**src/rtl/plab3_mem_coherence_responder_l1_pkg.sv**
```systemverilog
// Shared definitions for the L1 coherence responder: message type codes,
// FSM state encoding and the coherence message width helper.
package plab3_mem_coherence_responder_l1_pkg;

    localparam int c_type_nbits = 3;

    // Request types issued by the L2 bank
    localparam logic [c_type_nbits-1:0] COH_INV   = 3'd0;
    localparam logic [c_type_nbits-1:0] COH_WB    = 3'd1;
    localparam logic [c_type_nbits-1:0] COH_WBINV = 3'd2;

    // Response types returned to the L2 bank
    localparam logic [c_type_nbits-1:0] COH_ACK  = 3'd0;
    localparam logic [c_type_nbits-1:0] COH_DATA = 3'd1;

    typedef enum logic [1:0] {
        ST_IDLE  = 2'd0,
        ST_PROBE = 2'd1,
        ST_CHECK = 2'd2,
        ST_RESP  = 2'd3
    } state_t;

    // Message layout, MSB first: {type, opaque, addr, len, data}
    function automatic int coh_len_nbits(int line_nbits);
        return $clog2(line_nbits / 8);
    endfunction

    function automatic int coh_msg_nbits(int opaque_nbits, int addr_nbits, int line_nbits);
        return c_type_nbits + opaque_nbits + addr_nbits + coh_len_nbits(line_nbits) + line_nbits;
    endfunction

    // A dirty hit on a writeback-style request must ship the line back
    function automatic logic coh_has_data(logic [c_type_nbits-1:0] req_type,
                                          logic hit, logic dirty);
        return hit && dirty && ((req_type == COH_WB) || (req_type == COH_WBINV));
    endfunction

endpackage

```
**src/rtl/plab3_mem_coherence_responder_l1_if.sv**
```systemverilog
// Coherence channel between the L2 bank (master) and the L1 responder (slave):
// request and response val/rdy handshakes with packed messages.
interface plab3_mem_coherence_responder_l1_if
    import plab3_mem_coherence_responder_l1_pkg::*;
#(
    parameter int p_opaque_nbits = 8,
    parameter int p_addr_nbits   = 32,
    parameter int p_line_nbits   = 128
);

    localparam int c_msg_nbits = coh_msg_nbits(p_opaque_nbits, p_addr_nbits, p_line_nbits);

    logic [c_msg_nbits-1:0] coherereq_msg;
    logic                   coherereq_val;
    logic                   coherereq_rdy;

    logic [c_msg_nbits-1:0] cohereresp_msg;
    logic                   cohereresp_val;
    logic                   cohereresp_rdy;

    modport master (
        output coherereq_msg,
        output coherereq_val,
        input  coherereq_rdy,
        input  cohereresp_msg,
        input  cohereresp_val,
        output cohereresp_rdy
    );

    modport slave (
        input  coherereq_msg,
        input  coherereq_val,
        output coherereq_rdy,
        output cohereresp_msg,
        output cohereresp_val,
        input  cohereresp_rdy
    );

endinterface

```
**src/rtl/plab3_mem_coherence_responder_l1_dpath.sv**
```systemverilog
// Datapath for the coherence responder: holds the accepted request fields,
// security domain and captured line, and builds the response message.
module plab3_mem_coherence_responder_l1_dpath
    import plab3_mem_coherence_responder_l1_pkg::*;
#(
    parameter int p_opaque_nbits = 8,
    parameter int p_addr_nbits   = 32,
    parameter int p_line_nbits   = 128,
    parameter int p_msg_nbits    = coh_msg_nbits(p_opaque_nbits, p_addr_nbits, p_line_nbits)
) (
    input  logic                      clk,
    input  logic                      reset,
    input  logic [p_msg_nbits-1:0]    req_msg,
    input  logic                      req_sd,
    input  logic                      req_load,
    input  logic                      probe_sample,
    input  logic                      probe_hit,
    input  logic                      probe_dirty,
    input  logic [p_line_nbits-1:0]   probe_data,
    output logic [c_type_nbits-1:0]   req_type,
    output logic [p_addr_nbits-1:0]   probe_addr,
    output logic                      probe_sd,
    output logic [p_msg_nbits-1:0]    resp_msg
);

    localparam int c_len_nbits   = coh_len_nbits(p_line_nbits);
    localparam int c_addr_lsb    = p_line_nbits + c_len_nbits;
    localparam int c_opaque_lsb  = c_addr_lsb + p_addr_nbits;
    localparam int c_type_lsb    = c_opaque_lsb + p_opaque_nbits;

    logic [c_type_nbits-1:0]   type_reg;
    logic [p_opaque_nbits-1:0] opaque_reg;
    logic [p_addr_nbits-1:0]   addr_reg;
    logic                      sd_reg;
    logic                      has_data_reg;
    logic [p_line_nbits-1:0]   data_reg;
    logic                      has_data_now;

    // Incoming len/data fields carry nothing for a coherence request
    logic unused_req_bits;
    assign unused_req_bits = ^req_msg[c_addr_lsb-1:0];

    assign has_data_now = coh_has_data(type_reg, probe_hit, probe_dirty);

    always_ff @(posedge clk or negedge reset) begin
        if (!reset) begin
            type_reg   <= '0;
            opaque_reg <= '0;
            addr_reg   <= '0;
            sd_reg     <= 1'b0;
        end else if (req_load) begin
            type_reg   <= req_msg[c_type_lsb +: c_type_nbits];
            opaque_reg <= req_msg[c_opaque_lsb +: p_opaque_nbits];
            addr_reg   <= req_msg[c_addr_lsb +: p_addr_nbits];
            sd_reg     <= req_sd;
        end
    end

    // Probe result sampled in CHECK; line kept only when it must be returned
    always_ff @(posedge clk or negedge reset) begin
        if (!reset) begin
            has_data_reg <= 1'b0;
            data_reg     <= '0;
        end else if (probe_sample) begin
            has_data_reg <= has_data_now;
            if (has_data_now) begin
                data_reg <= probe_data;
            end
        end
    end

    assign req_type   = type_reg;
    assign probe_sd   = sd_reg;
    assign probe_addr = {addr_reg[p_addr_nbits-1:c_len_nbits], {c_len_nbits{1'b0}}};

    assign resp_msg = {
        (has_data_reg ? COH_DATA : COH_ACK),
        opaque_reg,
        addr_reg,
        {c_len_nbits{1'b0}},
        (has_data_reg ? data_reg : {p_line_nbits{1'b0}})
    };

endmodule

```
**src/rtl/plab3_mem_coherence_responder_l1.sv**
```systemverilog
// L1-side coherence responder: serves one L2 request at a time, probes the L1
// arrays, issues invalidate/clean strobes and returns an ack or dirty line.
module plab3_mem_coherence_responder_l1
    import plab3_mem_coherence_responder_l1_pkg::*;
#(
    parameter int p_opaque_nbits = 8,
    parameter int p_addr_nbits   = 32,
    parameter int p_line_nbits   = 128
) (
    input  logic                     clk,
    input  logic                     reset,
    plab3_mem_coherence_responder_l1_if.slave coh,
    output logic                     probe_en,
    output logic [p_addr_nbits-1:0]  probe_addr,
    input  logic                     probe_hit,
    input  logic                     probe_dirty,
    input  logic [p_line_nbits-1:0]  probe_data,
    output logic                     inval_en,
    output logic                     clean_en,
    output logic                     l1_stall,
    input  logic                     sd,
    output logic                     probe_sd
);

    localparam int c_msg_nbits = coh_msg_nbits(p_opaque_nbits, p_addr_nbits, p_line_nbits);

    state_t                  state;
    state_t                  state_next;
    logic                    req_rdy;
    logic                    resp_val;
    logic                    req_load;
    logic                    probe_sample;
    logic [c_type_nbits-1:0] req_type;
    logic [c_msg_nbits-1:0]  resp_msg;

    always_ff @(posedge clk or negedge reset) begin
        if (!reset) begin
            state <= ST_IDLE;
        end else begin
            state <= state_next;
        end
    end

    always_comb begin
        state_next   = state;
        req_rdy      = 1'b0;
        resp_val     = 1'b0;
        req_load     = 1'b0;
        probe_en     = 1'b0;
        probe_sample = 1'b0;
        inval_en     = 1'b0;
        clean_en     = 1'b0;
        unique case (state)
            ST_IDLE: begin
                req_rdy = 1'b1;
                if (coh.coherereq_val) begin
                    req_load   = 1'b1;
                    state_next = ST_PROBE;
                end
            end
            ST_PROBE: begin
                probe_en   = 1'b1;
                state_next = ST_CHECK;
            end
            ST_CHECK: begin
                probe_sample = 1'b1;
                // WBINV drops the line, so cleaning it would be pointless
                if (probe_hit) begin
                    case (req_type)
                        COH_INV:   inval_en = 1'b1;
                        COH_WB:    clean_en = probe_dirty;
                        COH_WBINV: inval_en = 1'b1;
                        default:   ;
                    endcase
                end
                state_next = ST_RESP;
            end
            ST_RESP: begin
                resp_val = 1'b1;
                if (coh.cohereresp_rdy) begin
                    state_next = ST_IDLE;
                end
            end
            default: state_next = ST_IDLE;
        endcase
    end

    assign l1_stall           = (state != ST_IDLE);
    assign coh.coherereq_rdy  = req_rdy;
    assign coh.cohereresp_val = resp_val;
    assign coh.cohereresp_msg = resp_msg;

    plab3_mem_coherence_responder_l1_dpath #(
        .p_opaque_nbits (p_opaque_nbits),
        .p_addr_nbits   (p_addr_nbits),
        .p_line_nbits   (p_line_nbits),
        .p_msg_nbits    (c_msg_nbits)
    ) dpath (
        .clk          (clk),
        .reset        (reset),
        .req_msg      (coh.coherereq_msg),
        .req_sd       (sd),
        .req_load     (req_load),
        .probe_sample (probe_sample),
        .probe_hit    (probe_hit),
        .probe_dirty  (probe_dirty),
        .probe_data   (probe_data),
        .req_type     (req_type),
        .probe_addr   (probe_addr),
        .probe_sd     (probe_sd),
        .resp_msg     (resp_msg)
    );

endmodule

```
**src/flat_wrapper.sv**
```systemverilog
// flat-port wrapper written by rule: the top's interface ports become plain ports
module plab3_mem_coherence_responder_l1_flat import plab3_mem_coherence_responder_l1_pkg::*;
#(
    parameter int p_opaque_nbits = 8,
    parameter int p_addr_nbits   = 32,
    parameter int p_line_nbits   = 128
)
  (clk, reset, probe_en, probe_addr, probe_hit, probe_dirty, probe_data, inval_en, clean_en, l1_stall, sd, probe_sd, coh_coherereq_msg, coh_coherereq_val, coh_coherereq_rdy, coh_cohereresp_msg, coh_cohereresp_val, coh_cohereresp_rdy);
  plab3_mem_coherence_responder_l1_if #(.p_opaque_nbits(p_opaque_nbits), .p_addr_nbits(p_addr_nbits), .p_line_nbits(p_line_nbits)) coh_i ();
  input  logic clk;
  input  logic reset;
  output logic probe_en;
  output logic [p_addr_nbits-1:0] probe_addr;
  input  logic probe_hit;
  input  logic probe_dirty;
  input  logic [p_line_nbits-1:0] probe_data;
  output logic inval_en;
  output logic clean_en;
  output logic l1_stall;
  input  logic sd;
  output logic probe_sd;
  input wire logic [$bits(coh_i.coherereq_msg)-1:0] coh_coherereq_msg;
  input wire logic [$bits(coh_i.coherereq_val)-1:0] coh_coherereq_val;
  output wire logic [$bits(coh_i.coherereq_rdy)-1:0] coh_coherereq_rdy;
  output wire logic [$bits(coh_i.cohereresp_msg)-1:0] coh_cohereresp_msg;
  output wire logic [$bits(coh_i.cohereresp_val)-1:0] coh_cohereresp_val;
  input wire logic [$bits(coh_i.cohereresp_rdy)-1:0] coh_cohereresp_rdy;
  assign coh_i.coherereq_msg = coh_coherereq_msg;
  assign coh_i.coherereq_val = coh_coherereq_val;
  assign coh_coherereq_rdy = coh_i.coherereq_rdy;
  assign coh_cohereresp_msg = coh_i.cohereresp_msg;
  assign coh_cohereresp_val = coh_i.cohereresp_val;
  assign coh_i.cohereresp_rdy = coh_cohereresp_rdy;
  plab3_mem_coherence_responder_l1 #(.p_opaque_nbits(p_opaque_nbits), .p_addr_nbits(p_addr_nbits), .p_line_nbits(p_line_nbits)) u_core (.clk(clk), .reset(reset), .coh(coh_i), .probe_en(probe_en), .probe_addr(probe_addr), .probe_hit(probe_hit), .probe_dirty(probe_dirty), .probe_data(probe_data), .inval_en(inval_en), .clean_en(clean_en), .l1_stall(l1_stall), .sd(sd), .probe_sd(probe_sd));
endmodule
```
**config.mk**
```make
export PLATFORM = sky130hd
export DESIGN_NAME = plab3_mem_coherence_responder_l1_flat
export DESIGN_NICKNAME = d
export VERILOG_FILES = /design/src/rtl/plab3_mem_coherence_responder_l1_pkg.sv /design/src/rtl/plab3_mem_coherence_responder_l1_if.sv /design/src/rtl/plab3_mem_coherence_responder_l1_dpath.sv /design/src/rtl/plab3_mem_coherence_responder_l1.sv /design/src/flat_wrapper.sv
export SDC_FILE = /design/constraint.sdc
export NUM_CORES = 1
export LEC_CHECK = 0
export ABC_AREA = 1
export CAP_MARGIN = 20
export CORE_AREA = 5 5 200 202
export DETAILED_ROUTE_END_ITERATION = 12
export DIE_AREA = 0 0 205 207
export PLACE_DENSITY = 0.64
export SLEW_MARGIN = 20
export SYNTH_ARGS = -nofsm -noshare
export SYNTH_HDL_FRONTEND = slang
export SYNTH_SLANG_ARGS = --single-unit
```
**constraint.sdc**
```tcl
create_clock -name clk -period 1.5 [get_ports clk]
set_clock_uncertainty 0.2 [all_clocks]
set_input_delay 0.225 -clock clk [delete_from_list [all_inputs] [get_ports clk]]
set_output_delay 0.225 -clock clk [all_outputs]
set_load 0.01 [all_outputs]
```
# == Yosys cells after proc, flatten, opt, wreduce, memory -nomap -nowiden ==
# Index checks and enable logic that the tools add are counted.
# totals
elab_cells,40
output_inout_bits,214
in_bits,310
ff_bits,175
# op_classes
n_reduce_logical,9
eq_ne,7
n_mux,17
# ops
operator,n
128-bit 2-to-1 mux,1
1-bit 2-to-1 mux,13
2-bit one-hot mux with 4 select lines,1
2-bit equality test (second input constant),2
2-bit 2-to-1 mux,2
2-bit inequality test (second input constant),2
2-bit AND reduction,2
3-bit by 1-bit equality test with 1-bit output (second input constant),1
3-bit by 2-bit equality test with 1-bit output (second input constant),1
3-bit logical NOT,1
2-bit by 1-bit equality test with 1-bit output (second input constant),1
1-bit logical AND,2
2-bit logical NOT,1
2-bit nonzero test,1
2-bit OR reduction,1
1-bit logical OR,1

# == Depth between registers and ports, before layout ==
# logic_depth
ltp_word,5
ltp_mapped,9
mapped_depth_nobuf,7

# == By module ==
# Synthesis repeated with hierarchy kept, for this count alone.
# hier_totals
hier_cells,1001
hier_area_um2,8475.6
# modules_own_cells
mod,area_per_inst_um2,cells_per_inst,n_inst
plab3_mem_coherence_responder_l1_dpath,8282.9,973,1
plab3_mem_coherence_responder_l1,192.7,28,1

# == Worst setup path after synthesis ==
# OpenSTA, ideal clock, no wires.
# synth_timing
kind,reg-to-reg
startpoint,register u_core.state[0]
endpoint,register u_core.dpath.addr_reg[0]
path_buffers,1
required_ps,1175
path_stages_with_launch,6
synth_period_minus_slack_ps,1752
path_slack_ps,-252
t_arrival_ps,1428
path_cell_list,dfrtp_1 -> inv_1 -> ha_1 -> nand2_2 -> buf_2 -> mux2_2
# synth_via
elab_chain_cells,2
# synth_rtl
element,line,text
from (decl),plab3_mem_coherence_responder_l1.sv:27,state_t state;
from (signal assigned),plab3_mem_coherence_responder_l1.sv:40,state <= state_next;
2-bit logical NOT,plab3_mem_coherence_responder_l1.sv:53,unique case (state)
1-bit 2-to-1 mux,plab3_mem_coherence_responder_l1.sv:53,
to (signal assigned),plab3_mem_coherence_responder_l1_dpath.sv:54,addr_reg <= req_msg[c_addr_lsb +: p_addr_nbits];
to (decl),plab3_mem_coherence_responder_l1_dpath.sv:33,logic [p_addr_nbits-1:0] addr_reg;
# Every way passes these cells.
# A chain may end at the register's enable or synchronous reset.

# == Worst setup path after layout ==
# layout_timing
startpoint,register u_core.dpath.has_data_reg
endpoint,output port coh_cohereresp_msg[121]
# layout_via
elab_chain_cells,1
# layout_rtl
element,line,text
from (decl),plab3_mem_coherence_responder_l1_dpath.sv:35,logic has_data_reg;
from (signal assigned),plab3_mem_coherence_responder_l1_dpath.sv:65,has_data_reg <= has_data_now;
128-bit 2-to-1 mux,plab3_mem_coherence_responder_l1_dpath.sv:81,(has_data_reg ? data_reg : {p_line_nbits{1'b0}})
to (decl),flat_wrapper.sv:25,output wire logic [$bits(coh_i.cohereresp_msg)-1:0] coh_cohereresp_msg;
# Every way passes these cells.

==> results.py <==
metrics = {
    "outcome": {
        "outcome": "finished, violations left",
        "violations": "negative setup slack",
    },
    "grt": {
        "first_global_vias": 8994,
        "grt_pass1_wl_um": 54200,
        "grt_max_degree": 56,
        "grt_usage": 0.165,
        "grt.overflow.total": 0,
        "antenna_found_initial": 0,
    },
    "yosys": {
        "ys_ff_latch": 175,
        "synth_edf_count": 0,
        "yosysMostFrequentCell": "nand2_1",
        "ys_warn_count": 0,
        "postSynth.asyncResetShare": 1.00,
        "syn_inst": 994,
        "yosysTopAreaCellShare": 0.521,
        "synth_ff_type": "dfrtp_1",
        "ys_top_cells_by_area": "dfrtp_1 (52%), nand2_1 (17%), nand3_1 (7.7%)",
        "yosysSeqAreaShare": 0.521,
        "synth_area_um2": 8410,
        "synth_commonest_cells": "nand2_1 (392), dfrtp_1 (175), inv_1 (136)",
        "synth_cell_types": 20,
        "synth_top_cell_by_area": "dfrtp_1",
        "syn_avg_cell_area_um2": 8.46,
    },
    "layout": {
        "layout.nets": 1801,
        "largest_reg_flops": 128,
        "area_growth_pct": 94.7,
        "antennaDiodeCount": 0,
        "fin_area_um2": 16400,
        "layout-drive-gt1-share": 0.493,
    },
    "critical_path": {
        "critical_path_required_ns": 1.07,
        "max_stage_delay_ns": 0.54,
        "arrival_ns": 1.81,
        "cp-end-kind": "output pin",
        "crit_start": "u_core.dpath.has_data_reg",
        "cp-start-kind": "flop",
        "critical_path_class": "flop to output pin",
        "crit_chain": "buf_12, buf_8, buf_16, buf_6, buf_6, nand2_4, inv_4, buf_6",
        "cp_slowest_cell": "dfrtp_4",
        "r2r_start": "u_core.state[0]",
        "cpMostUsedCell": "buf_6",
        "critPathMaxFanout": 6,
        "r2r_slack_ns": -0.55,
    },
    "clocking": {
        "cts.path.max_buffers": 2,
        "clk_latency_ns": 0.45,
        "cts-buffers-inserted": 17,
        "cts_root_buf": "clkbuf_16",
        "clkTransAtPathRegs_ns": 0.07,
        "htreeDepth": 4,
        "clkSinkCount": 175,
        "cts_tree": "yes",
    },
    "placed_design": {
        "dp_hpwl_um": 20800,
        "pre_cts_ws_ns": -0.544,
        "place.gp.congestion": 0.824,
        "io_buffers": 381,
        "post_dp_cell_area_um2": 12800,
    },
    "routing": {
        "avgViaCountPerCell": 4.25,
        "dr.pass1.iters": 5,
        "ant_nets": 0,
        "first_iter_violations": 313,
        "drt_wl_total_um": 37800,
        "wl_per_cell_um": 18.7,
        "drc": 0,
        "dr_total_vias": 8586,
    },
    "die": {
        "dieWidth_um": 205,
        "core_region_area_um2": 38100,
        "ioPinCount": 524,
        "row_count": 72,
        "initial_utilization": 0.221,
        "die_area_um2": 42400,
        "die_height_um": 207,
    },
    "power_and_ir_drop": {
        "power_density_nw_per_um2": 1540,
        "vdd_drop_max_uv": 1030,
        "p_leak_uw": 0.00921,
    },
    "sta": {
        "final_max_slew_viol_count": 0,
        "hold-worst-slack_ns": 0.0293,
        "fin_ws_ns": -0.737,
        "hold_violations": 0,
        "max_freq_mhz": 447,
        "post-route-period-util": 1.49,
        "grt_setup_unrepaired": "yes",
        "fin_crit_ns": 2.24,
        "setup_viol": 325,
        "tns_ns": -147.76,
    },
    "min_path": {
        "hold_class": "input port to asynchronous set/reset pin",
    },
    "flow_run": {
        "drv_cap": 0,
    },
}
==> path summary, 6_finish.rpt <==
path,endpoint,cells past startpoint
worst max-delay path,coh_cohereresp_msg[121],8
max in group asynchronous,u_core.dpath.addr_reg[5],3
worst max register to register,u_core.dpath.data_reg[80],13
worst min-delay path,u_core.dpath.addr_reg[4],2
min in group clk,u_core.dpath.data_reg[25],3
worst min register to register,u_core.dpath.data_reg[99],2
==> logic make-up (layout without fill, tap and decap cells) <==
kind of cell	count (synthesis)	after routing	share of synthesized area
compound gates	3	3	0.00178
other cells	1	10	0.000446
mux	42	42	0.0562
flops	175	175	0.521
fa+ha+maj	4	4	0.00595
simple gates	534	535	0.261
buf+inv	235	731	0.154
==> layer usage <==
| layer | global-route usage | vias up | wire (µm) |
|---|---|---|---|
| li1 | - | 3960 | - |
| met2 | 0.268 | 344 | 18100 |
| met3 | 0.0521 | 43 | 2990 |
| met1 | 0.214 | 4239 | 16200 |
| met4 | 0.0420 | 0 | 587 |
| met5 | 0 | - | 0 |
==> cells in the final DEF (no fill, tap or decap), drive strengths merged <==
cell type / count
clkbuf: 44
clkdlybuf4s50: 176
clkinvlp: 2
clkdlybuf4s15: 4
nand2: 397
dlymetal6s2s: 15
clkinv: 6
buf: 335
nor2: 6
dfrtp: 175
conb: 10
nand3: 131
inv: 139
ha: 4
mux2: 42
or2: 1
a21oi: 2
o21ai: 1
bufinv: 2
dlygate4sd2: 6
dlygate4sd3: 2
==> where the power goes <==
group | internal [µW] | leakage (µW) | switching, µW
clock | 2460 | 0.000278 | 2060
sequential | 6490 | 0.00225 | 1550
combinational | 6940 | 0.00669 | 5730
total | 15900 | 0.00921 | 9340
==> critical path: cells and delay by family (launching register included) <==
kind,cells,cell delay [ns]
and+or+nand+nor,1,0.06
buffers and inverters,7,0.76
DFF,1,0.54
==> through the flow <==
step | power [µW] | util | instances
floorplan | 12100 | - | 1003
global placement | 16000 | 0.336 | 1861
detailed placement | 16200 | 0.336 | 1861
CTS | 23900 | 0.405 | 2006
global route | 26700 | 0.430 | 2018
finish | 25200 | 0.430 | 2018
==> layout make-up <==
type | count | area [µm²]
well taps | 518 | 648
clock buffers | 19 | 433
multi-input cells | 594 | 4040
inverters | 136 | 536
repair buffers | 563 | 6200
fillers | 3643 | 21700
flip-flops and latches | 175 | 4380
clock inverters | 13 | 139
==> what timing repair did <==
item,in CTS,in global routing
endpoints found under the hold margin,175,0
hold buffers,2,0
endpoints found under the setup margin,379,335
buffers inserted,77,22
pin swaps,18,67
resized for setup,952,389
gates cloned,35,8
(Power assumes the default switching activity.)
